--- src/rtl/line_clear_engine_pkg.sv ---
// Shared types for the line clear engine.
// Cell colours and default board dimensions.
package line_clear_engine_pkg;

    typedef enum logic [2:0] {
        EMPTY  = 3'd0,
        CYAN   = 3'd1,
        BLUE   = 3'd2,
        ORANGE = 3'd3,
        YELLOW = 3'd4,
        GREEN  = 3'd5,
        PURPLE = 3'd6,
        RED    = 3'd7
    } block_color;

    localparam int X_SIZE_DEF = 10;
    localparam int Y_SIZE_DEF = 20;

endpackage

--- src/rtl/line_clear_engine_row_full_detect.sv ---
// Flags a board row whose cells are all occupied.
// Purely combinational.
module row_full_detect
    import line_clear_engine_pkg::*;
#(
    parameter int X_SIZE = X_SIZE_DEF
) (
    input  block_color row [X_SIZE],
    output logic       full
);

    // A single empty cell makes the row non-full
    always_comb begin
        full = 1'b1;
        for (int i = 0; i < X_SIZE; i++) begin
            if (row[i] == EMPTY) full = 1'b0;
        end
    end

endmodule

--- src/rtl/line_clear_engine.sv ---
// Removes full rows from a board and drops the rest down.
// One row is scanned per cycle, then freed rows are blanked.
module line_clear_engine
    import line_clear_engine_pkg::*;
#(
    parameter int X_SIZE = X_SIZE_DEF,
    parameter int Y_SIZE = Y_SIZE_DEF,
    parameter int CNT_W  = $clog2(Y_SIZE + 1)
) (
    input  logic             Clk,
    input  logic             Reset_n,
    input  logic             start,
    input  block_color       board_in  [X_SIZE][Y_SIZE],
    output block_color       board_out [X_SIZE][Y_SIZE],
    output logic [CNT_W-1:0] num_lines,
    output logic             busy,
    output logic             done
);

    localparam int RW = $clog2(Y_SIZE);
    localparam logic [RW-1:0] LAST = RW'(Y_SIZE - 1);

    typedef enum logic [1:0] {
        IDLE,
        SCAN,
        FILL,
        DONE
    } state_t;

    state_t           state;
    state_t           state_nxt;
    block_color       board   [X_SIZE][Y_SIZE];
    block_color       cur_row [X_SIZE];
    logic [RW-1:0]    rd;
    logic [RW-1:0]    wr;
    logic [CNT_W-1:0] cnt;
    logic             full;
    logic             accept;

    // A start coinciding with the done pulse is not a new request
    assign accept = (state == IDLE) && start && !done;
    assign busy   = (state != IDLE);

    // Present the row under the read pointer to the detector
    always_comb begin
        for (int c = 0; c < X_SIZE; c++) cur_row[c] = board[c][rd];
    end

    row_full_detect #(
        .X_SIZE(X_SIZE)
    ) u_full (
        .row (cur_row),
        .full(full)
    );

    // State register
    always_ff @(posedge Clk or negedge Reset_n) begin
        if (!Reset_n) state <= IDLE;
        else          state <= state_nxt;
    end

    // Next-state decode; FILL is skipped when nothing was removed
    always_comb begin
        state_nxt = state;
        unique case (state)
            IDLE: if (accept) state_nxt = SCAN;
            SCAN: begin
                if (rd == '0) begin
                    if (cnt != '0 || full) state_nxt = FILL;
                    else                   state_nxt = DONE;
                end
            end
            FILL: if (wr == '0) state_nxt = DONE;
            DONE: state_nxt = IDLE;
        endcase
    end

    // Board compaction datapath and result registers
    always_ff @(posedge Clk or negedge Reset_n) begin
        if (!Reset_n) begin
            for (int c = 0; c < X_SIZE; c++) begin
                for (int y = 0; y < Y_SIZE; y++) begin
                    board[c][y]     <= EMPTY;
                    board_out[c][y] <= EMPTY;
                end
            end
            rd        <= '0;
            wr        <= '0;
            cnt       <= '0;
            num_lines <= '0;
            done      <= 1'b0;
        end else begin
            done <= 1'b0;
            unique case (state)
                IDLE: begin
                    if (accept) begin
                        board <= board_in;
                        rd    <= LAST;
                        wr    <= LAST;
                        cnt   <= '0;
                    end
                end
                SCAN: begin
                    if (full) begin
                        cnt <= cnt + CNT_W'(1);
                    end else begin
                        for (int c = 0; c < X_SIZE; c++) begin
                            board[c][wr] <= board[c][rd];
                        end
                        if (wr != '0) wr <= wr - RW'(1);
                    end
                    if (rd != '0) rd <= rd - RW'(1);
                end
                FILL: begin
                    for (int c = 0; c < X_SIZE; c++) board[c][wr] <= EMPTY;
                    if (wr != '0) wr <= wr - RW'(1);
                end
                DONE: begin
                    board_out <= board;
                    num_lines <= cnt;
                    done      <= 1'b1;
                end
            endcase
        end
    end

endmodule
--- config.mk ---
export PLATFORM = sky130hd
export DESIGN_NAME = line_clear_engine
export DESIGN_NICKNAME = d
export VERILOG_FILES = /design/src/rtl/line_clear_engine_pkg.sv /design/src/rtl/line_clear_engine_row_full_detect.sv /design/src/rtl/line_clear_engine.sv
export SDC_FILE = /design/constraint.sdc
export NUM_CORES = 2
export LEC_CHECK = 0
export ABC_AREA = 0
export CAP_MARGIN = 20
export CORE_AREA = 2 2 473 475
export DETAILED_ROUTE_END_ITERATION = 10
export DIE_AREA = 0 0 475 477
export PLACE_DENSITY_LB_ADDON = 0.15
export SKIP_LAST_GASP = 1
export SYNTH_ARGS = -nofsm -noshare
export SYNTH_HDL_FRONTEND = slang
export SYNTH_SLANG_ARGS = --single-unit
export TNS_END_PERCENT = 5
--- constraint.sdc ---
create_clock -name Clk -period 3.3 [get_ports Clk]
set_input_delay 0.66 -clock Clk [delete_from_list [all_inputs] [get_ports Clk]]
set_output_delay 0.66 -clock Clk [all_outputs]
set_load 0.005 [all_outputs]
# [Word level (Yosys, flattened, before mapping)]
# Cells that the tools add are included.
[op_classes] add_sub_neg=3 magnitude_cmp=3 n_eq_ne=9 n_mux=70 bitwise=13 reduce_logical=28
[ops] op="600-bit one-hot mux with 3 select lines" count=1
[ops] op="600-bit 2-to-1 mux" count=2
[ops] op="60-bit bitwise AND" count=10
[ops] op="60-bit bitwise mux" count=10
[ops] op="3-bit binary-select mux with 5-bit select" count=10
[ops] op="3-bit 2-to-1 mux" count=21
[ops] op="60-bit NOT" count=1
[ops] op="3-bit zero test" count=10
[ops] op="5-bit 2-to-1 mux" count=6
[ops] op="5-bit one-hot mux with 2 select lines" count=2
[ops] op="3-bit demux with 5-bit select" count=1
[ops] op="5-bit one-hot mux with 3 select lines" count=1
[ops] op="5-bit nonzero test" count=3
[ops] op="6-bit greater-or-equal comparator, second input constant" count=2
[ops] op="1-bit 2-to-1 mux" count=12
[ops] op="2-bit inequality test, second input constant" count=6
[ops] op="5-bit NOT with 6-bit output" count=2
[ops] op="3-bit AND reduction" count=4
[ops] op="5-bit zero test" count=2
[ops] op="5-bit by 1-bit subtractor with 5-bit output, second input constant" count=2
[ops] op="2-bit one-hot mux with 4 select lines" count=1
[ops] op="6-bit by 1-bit < comparator with 1-bit output, second input constant" count=1
[ops] op="2-bit 2-to-1 mux" count=3
[ops] op="5-bit by 1-bit adder with 5-bit output, second input constant" count=1
[ops] op="8 further kinds" count=12
[word_totals] register_bits=1223 out_inout_bits=607 wordCells=532

# [Depth between registers and ports, before layout]
[depth] ltp_word=19 ltp_mapped=19 mapped_depth_nobuf=9

# [By module]
# Synthesis repeated with hierarchy kept, for this count alone.
[hier_totals] hier_cells=4836 hier_area_um2=57237.4
[modules_own_cells] mod="line_clear_engine" n_inst=1 cells_each=4820 area_each_um2=57156.1 seq_area_each_um2=30604.4
[modules_own_cells] mod="row_full_detect" n_inst=1 cells_each=16 area_each_um2=81.3 seq_area_each_um2=0.0

# [Worst setup path after synthesis]
# Ideal clock, no wire load.
[synth_timing] path_kind="reg-to-reg" start="register rd[0]" end="register board[175] in the netlist's numbering" t_arrival_ns=3.352 path_slack_ns=-0.176 path_stages_with_launch=15 period_less_slack_ns=3.476 cell_sequence="dfrtp_1 buf_2 buf_6 mux4_2 o21a_1 a2111oi_1 a32oi_1 and2_1 and4_4 buf_6 buf_6 buf_6 buf_2 o31a_1 a211o_1"
[synth_via] elab_chain_len=17 elab_cells_between_ends=56 cone_classes="eq/ne: 1; mux: 43; bitwise: 1; reduce/logical: 11"
[synth_lines] element="start, declared" line="line_clear_engine.sv:34" text="logic [RW-1:0] rd;"
[synth_lines] element="start signal, assigned" line="line_clear_engine.sv:112" text="if (rd != '0) rd <= rd - RW'(1);"
[synth_lines] element="5-bit NOT with 6-bit output (implied by the code) *" line="line_clear_engine.sv:46, line_clear_engine.sv:108"
[synth_lines] element="3-bit binary-select mux with 5-bit select" line="line_clear_engine.sv:46" text="for (int c = 0; c < X_SIZE; c++) cur_row[c] = board[c][rd];"
[synth_lines] element="3-bit 2-to-1 mux (implied by the code) (2 in a row)" line="line_clear_engine.sv:46"
[synth_lines] element="3-bit zero test" line="line_clear_engine_row_full_detect.sv:16" text="if (row[i] == EMPTY) full = 1'b0;"
[synth_lines] element="1-bit 2-to-1 mux (10 in a row)" line="line_clear_engine_row_full_detect.sv:16"
[synth_lines] element="2-bit inequality test (no line)"
[synth_lines] element="3-bit AND reduction (no line)"
[synth_lines] element="end signal, assigned" line="line_clear_engine.sv:97" text="board <= board_in;"
[synth_lines] element="end signal, assigned by index" line="line_clear_engine.sv:108" text="board[c][wr] <= board[c][rd];"
[synth_lines] element="end, declared" line="line_clear_engine.sv:32" text="block_color board [X_SIZE][Y_SIZE];"
# Every way passes the cells marked *; elsewhere a longest branch is shown, timed or not. The select of a mux whose other input is x is not followed.
# A chain may end at the register's enable or synchronous reset.

# [Worst setup path in the final report]
[layout_timing] start="register rd[0]" end="register board[381] in the netlist's numbering"
# The elaborated chain is that of the path after synthesis.

==> qor.yml <==
status:
  status: "finished, violations left"
  failed_checks: "setup timing"
placed_design:
  hpwlAfterDp_mm: 294.1
  routabilityCongestion: 0.8988
  pre_cts_ws_ns: -1.594
  port_buffers: 1209
  place_inst: 9126
  place_area_mm2: 0.08058
cells_and_area:
  drive_gt1_share_pct: 29.57
  final_cells: 9548
  areaGrowthSynthToFinish_pct: 50.18
  fin_area_mm2: 0.08756
  fin_nets: 7009
synth:
  synth_edf_count: 0
  ys_ff_latch: 1223
  yosysWarnings: 0
  synth-async-reset-ratio_pct: 100.0
  synthCells: 4691
  ys_types: 64
  synth_nets: 5308
  postSynthAreaPerCell_um2: 12.43
  synth_flop_cell: "dfrtp_1"
  synth_seq_area_share_pct: 52.49
  synth_area_mm2: 0.05830
critical_path:
  crit_path_max_fanout: 30
  worstPathRequired_ns: 4.00
  path_class: "reg2reg"
  crit_top_cell: "buf_12"
  crit_path_end_kind: "flop"
  arrival_ns: 4.79
  crit_path_start_kind: "flop"
  slowest_stage: "dfrtp_4"
  slowest_delay_ns: 0.52
  crit_chain: "buf_12 -> buf_12 -> buf_12 -> mux4_2 -> and3_4 -> a2111oi_4 -> buf_4 -> a32oi_1 -> buf_4 -> and2_4 -> and4_4 -> buf_12 -> clkbuf_16 -> o31a_1 -> a211o_1"
routing:
  finalWirelength_mm: 401.0
  antenna_left: 0
  wl_per_cell_um: 42.00
  vias: 54363
  drtIter0Drc: 6340
  firstDrtPassIters: 7
  drc_errors: 0
  viasPerCell: 5.694
sta:
  hold_viol_final: 0
  max_freq_ghz: 0.2446
  slew_violations: 0
  worstMarginPinSlew_ns: 1.395
  min_period_over_period_pct: 123.9
  rsz0062_at_grt: "true"
  setup_slack_ns: -0.7880
  setup_viol: 611
  clock_skew_ns: 0.04705
  fin_crit_ns: 4.088
  slew_headroom_pct: 6.971
grt:
  first_global_vias: 53083
  track_usage_pct: 33.98
  grt-ovfl-total: 0
  grt_max_degree: 140
  antenna_found_initial: 120
  grt_pass1_wl_mm: 515.7
floorplan:
  io_pins: 1210
  core_area_mm2: 0.2214
  rows: 173
  start_util_pct: 26.33
  die-area_mm2: 0.2266
  die_width_um: 475
  die_h_um: 477
power_and_ir_drop:
  vdd_drop_max_uv: 876.2
  power_density_mw_per_mm2: 1251
  power_mw: 109.5
  leakagePower_nw: 39.70
clock_tree:
  numCtsBuffers: 152
  cts_tree: "yes"
  clkLatencyLatePin_ns: 0.84
  cts-root-buf: "clkbuf_16"
  ctsLongestPathBuffers: 3
  clkSlewWorstSetupHoldPaths_ns: 0.06
  cts.sinks: 1223
  cts_htree_levels: 4
hold_path:
  hold_path_class: "in2reg"
flow_run:
  drv_cap: 0
==> through the flow <==
step | setup TNS (ns) | utilization (%) | hold slack [ns]
4_1_cts | -398.32 | 39.03 | 0.3607
6_report | -425.81 | 39.54 | 0.4355
3_3_place_gp | -876.53 | 36.39 | 0.4869
3_5_place_dp | -880.51 | 36.39 | 0.4944
2_1_floorplan | -18.86 | - | 0.3644
5_1_grt | -453.09 | 39.51 | 0.4030
==> path summary, 6_finish.rpt <==
check / cells after the start / endpoint / startpoint / slack [ns]
min: 2 / board[499] / board_in[499] / 0.44
max reg2reg: 15 / board[381] / rd[0] / -0.79
min reg2reg: 1 / board_out[245] / board_out[245] / 0.50
max in group asynchronous: 3 / board[445] / Reset_n / 1.62
min in group asynchronous: 2 / board[562] / Reset_n / 0.48
max: 15 / board[381] / rd[0] / -0.79
==> cell usage in the layout (no fill, tap or decap), types with 116 or more instances in the layout <==
master	n
a211o_1	361
a221o_1	241
a31oi_1	116
buf_12	177
buf_4	613
clkbuf_16	173
clkdlybuf4s50_1	1208
dfrtp_1	1218
inv_1	155
mux2_2	608
mux2i_1	118
nor3_1	365
o31a_1	361
==> power breakdown <==
group / leakage (nW) / internal, mW / switching (mW)
clock network: 2.43 / 9.80 / 7.28
registers: 15.6 / 21.7 / 5.95
logic: 21.6 / 29.3 / 35.5
total: 39.7 / 60.8 / 48.7
==> Yosys cell counts, types with 3 or more instances <==
master    count  area (um^2)
inv_1       156        585.6
nand4_1       3        18.77
a21oi_1      26        130.1
mux2i_1     126         1261
o21a_1        4        30.03
a22o_1        9        78.83
o31a_1      361         3162
and2_1        6        37.54
buf_1        20        75.07
nand2b_1      5        31.28
o211a_1      11        110.1
a32oi_1       3        26.28
a221o_1     241         2412
mux2_2      608         6847
and3_1      112        700.7
nor3_1      367         1837
a211oi_1      5        37.54
nor3b_1      32        240.2
nand3_1      55        275.3
o211ai_1      6        45.04
nand2_1      73        274.0
dfrtp_1    1223        30600
a22oi_1      44        330.3
nor3_2        7        70.07
a221oi_1      4        35.03
o22ai_1       6        37.54
clkbuf_1    356         1336
o21ai_1       4        20.02
o21ai_0      18        90.09
buf_4        21        157.7
buf_6        27        304.0
ha_1         14        175.2
a211o_1     361         3162
nor2_1       31        116.4
buf_2        89        445.4
nor2b_1      11        68.82
a31oi_1     116        725.7
a221oi_2      6        90.09
mux4_2       89         2004
==> registers in the layout (all words and copies together) (netlist names) <==
name / count
cnt: 5
wr: 5
done: 1
board: 600
rd: 5
state: 2
board_out: 600
num_lines: 5
==> worst max-delay path: cells and delay by family (launching register included) <==
kind | cells | cell delay (ns)
buf+inv | 7 | 1.28
compound gates | 4 | 1.00
simple gates | 3 | 0.63
flops | 1 | 0.52
mux | 1 | 0.43
==> logic make-up after synthesis <==
logic type | count (synthesis) | synth area share (%)
simple gates | 720 | 6.565
fa+ha+maj | 14 | 0.3005
buf+inv | 671 | 4.994
flops | 1223 | 52.49
compound gates | 1240 | 18.30
mux | 823 | 17.34
==> timing repair <==
item | in CTS | in global routing
endpoints found under the hold margin | 51 | 0
cloned | 10 | 16
pin swaps | 11 | 9
hold buffers | 1 | 0
resized for setup | 67 | 58
buffers inserted | 22 | 41
endpoints found under the setup margin | 611 | 611
==> cell type report <==
class                      instances  area, um^2
multi-input combinational       2797       25870
fill                           21197      133900
inverter                         158       593.1
timing repair buffer            2060       21630
antenna                           66       165.2
clock inverter                    37       460.4
sequential                      1223       30620
clock buffer                     232        4491
tap                             2975        3722
==> per-layer routing <==
layer | part of all wire (%) | global-route usage, % | wire length, um
met2 | 45 | 51.62 | 181400
met5 | 0.058 | 0 | 231
met3 | 9.1 | 8.908 | 36310
met1 | 41 | 44.88 | 165700
met4 | 4.3 | 15.95 | 17410
(Power assumes the default switching activity.)
==> RTL edit: new RTL, same settings <==
Add an input register stage for `start`, cleared by the reset; this delays it by one clock. The other inputs are not delayed to match.
--- a/src/rtl/line_clear_engine.sv
+++ b/src/rtl/line_clear_engine.sv
@@ -28,4 +28,14 @@
     } state_t;
 
+    logic start_q;
+
+    always_ff @(posedge Clk or negedge Reset_n) begin
+        if (!Reset_n) begin
+            start_q <= '0;
+        end else begin
+            start_q <= start;
+        end
+    end
+
     state_t           state;
     state_t           state_nxt;
@@ -39,5 +49,5 @@
 
     // A start coinciding with the done pulse is not a new request
-    assign accept = (state == IDLE) && start && !done;
+    assign accept = (state == IDLE) && start_q && !done;
     assign busy   = (state != IDLE);
 
Function: not settled (the Yosys comparison gave no result); the edit may change what the design does.
==> RTL edit against the original RTL <==
The run still ends with setup timing left. Final area hardly changed. Area after synthesis is 1.8% lower. Wire length is 4.4% lower. Total power is 2.4% higher. Worst setup slack worse by 0.035 ns. Sequential cell count is 1 higher. Clock skew is 0.020 ns higher. Clock power is 2% higher. Sequential share of layout area hardly changed. Highest routed layer unchanged.
==> RTL edit: results (changes against the original RTL) <==
maximum VDD drop 0.8916 mV (was 0.8762 mV); Final HPWL DP 283.4 mm (was 294.1 mm); DP Worst Slack -1.573 ns (was -1.594 ns); Pleak 38.48 nW (was 39.70 nW); final WL 383.5 mm (was 401.0 mm); max incr delay on CP 0.60 ns (was 0.52 ns); sequential-to-total area share from yosys stat 53.49% (was 52.49%); GR Util met1 42.24% (was 44.88%); Crit-path slowest cell o311ai_4 (was dfrtp_4); antenna violations before repair 109 (was 120); pin count of the biggest net entering global routing 168 (was 140); first-pass detailed-route iteration total 6 (was 7); first-pass GRT wire length 499.6 mm (was 515.7 mm); syn_nets 5257 (was 5308); clock latency on the worst-skew pair 0.88 ns (was 0.84 ns); Final setup viols 611 (unchanged); status complete, but fails checks (unchanged); GPL Wtd Cong 0.8975 (was 0.8988); Sw Pwr 50.00 mW (was 48.72 mW); DR vias/cell 5.523 (was 5.694); crit path setup slack, layout -0.8230 ns (was -0.7880 ns); clock skew 0.06656 ns (was 0.04705 ns); GR Util met3 9.065% (was 8.908%); final net count 7126 (was 7009); fraction of layout cells with a size suffix above 1 32.04% (was 29.57%); hold_ws 0.2743 ns (was 0.4355 ns); aggregate global-route resource usage 32.59% (was 33.98%); GRT met2 Usage 50.58% (was 51.62%); drt initial violations 6000 (was 6340); Yosys cell types 61 (was 64); # fillers 21.38k (was 21.20k); Synth area leaders dfrtp_1 53%, mux2_2 12%, a221o_1 7.3%, mux4_2 3.8%, nor4_1 2.5% (was dfrtp_1 52%, mux2_2 12%, a211o_1 5.4%, o31a_1 5.4%, a221o_1 4.1%); Setup TNS -432.52 ns (was -425.81 ns); CTS Buf Count 151 (was 152); failing checks setup timing (unchanged)
RTL edit: cell types whose count changed in the layout (fill, tap and decap cells not counted), sizes merged, moves of 85 or more:
| cell | change |
|---|---|
| o31a | -361 |
| a211o | -298 |
| nor3 | -242 |
| nor4 | +231 |
| a221o | +175 |
| buf | +155 |
| o21ai | +117 |
| and3 | -100 |
| inv | +85 |
RTL edit: what timing repair did:
| item | in CTS | in global routing |
|---|---|---|
| buffers inserted | 33 | 69 |
| hold buffers | 1 | 0 |
| resized for setup | 87 | 73 |
| hold endpoints to repair | 27 | 0 |
| cloned | 11 | 16 |
| endpoints found under the setup margin | 611 | 611 |
| pin swaps | 17 | 46 |
RTL edit: power by group through the flow:
| stage | registers (mW) | clock network (mW) | logic, mW |
|---|---|---|---|
| final | 26.6 | 17.5 | 68.0 |
| after global routing | 27.1 | 18.4 | 70.1 |
| after CTS | 26.5 | 17.8 | 66.1 |
| after detailed placement | 26.6 | 0 | 63.8 |
| after global placement | 26.6 | 0 | 63.2 |
| after floorplan | 24.9 | 0 | 26.5 |
RTL edit: area by class of cell:
class | count | area (um2) | share of cell area, %
Tap cell | 2975 | 3722 | 4.253
Clock buffer | 219 | 4384 | 5.009
Multi-Input combinational cell | 2680 | 24340 | 27.80
Antenna cell | 50 | 125.1 | 0.1429
Clock inverter | 55 | 748.2 | 0.8548
Inverter | 242 | 909.6 | 1.039
Timing Repair Buffer | 2210 | 22660 | 25.89
Sequential cell | 1224 | 30640 | 35.01
RTL edit: kinds of logic (layout without fill, tap and decap cells):
logic type               after synthesis  in the layout  synth area share (%)
AO/OA/AOI/OAI                       1089           1089                 15.65
other                                  0             50                     0
flip-flops                          1224           1224                 53.49
buffers and inverters                736           2726                 5.655
adder cells (fa/ha/maj)               14             14                0.3059
AND/OR/NAND/NOR                      758            758                 7.113
multiplexers                         819            819                 17.79
RTL edit: worst paths after layout:
| kind | from | end | cells past startpoint |
|---|---|---|---|
| max | rd[0] | board[207] | 17 |
| min | start | start_q | 1 |
| max reg2reg | rd[0] | board[207] | 17 |
| min reg2reg | board[334] | board_out[334] | 1 |
| max in group asynchronous | Reset_n | board_out[111] | 4 |
| min in group asynchronous | Reset_n | board_out[48] | 2 |
RTL edit: per-stage QoR:
stage          power (mW)  std cells
5_1_grt             115.6       9633
2_1_floorplan       51.40       4640
3_5_place_dp        90.41       9204
6_report            112.2       9655
4_1_cts             110.4       9522
3_3_place_gp        89.81       9203
RTL edit: per-layer routing:
metal	share of wire, %	up-vias
li1	-	21632
met1	41	27873
met2	45	3103
met3	9.2	659
met4	4.3	62
met5	0.10	-
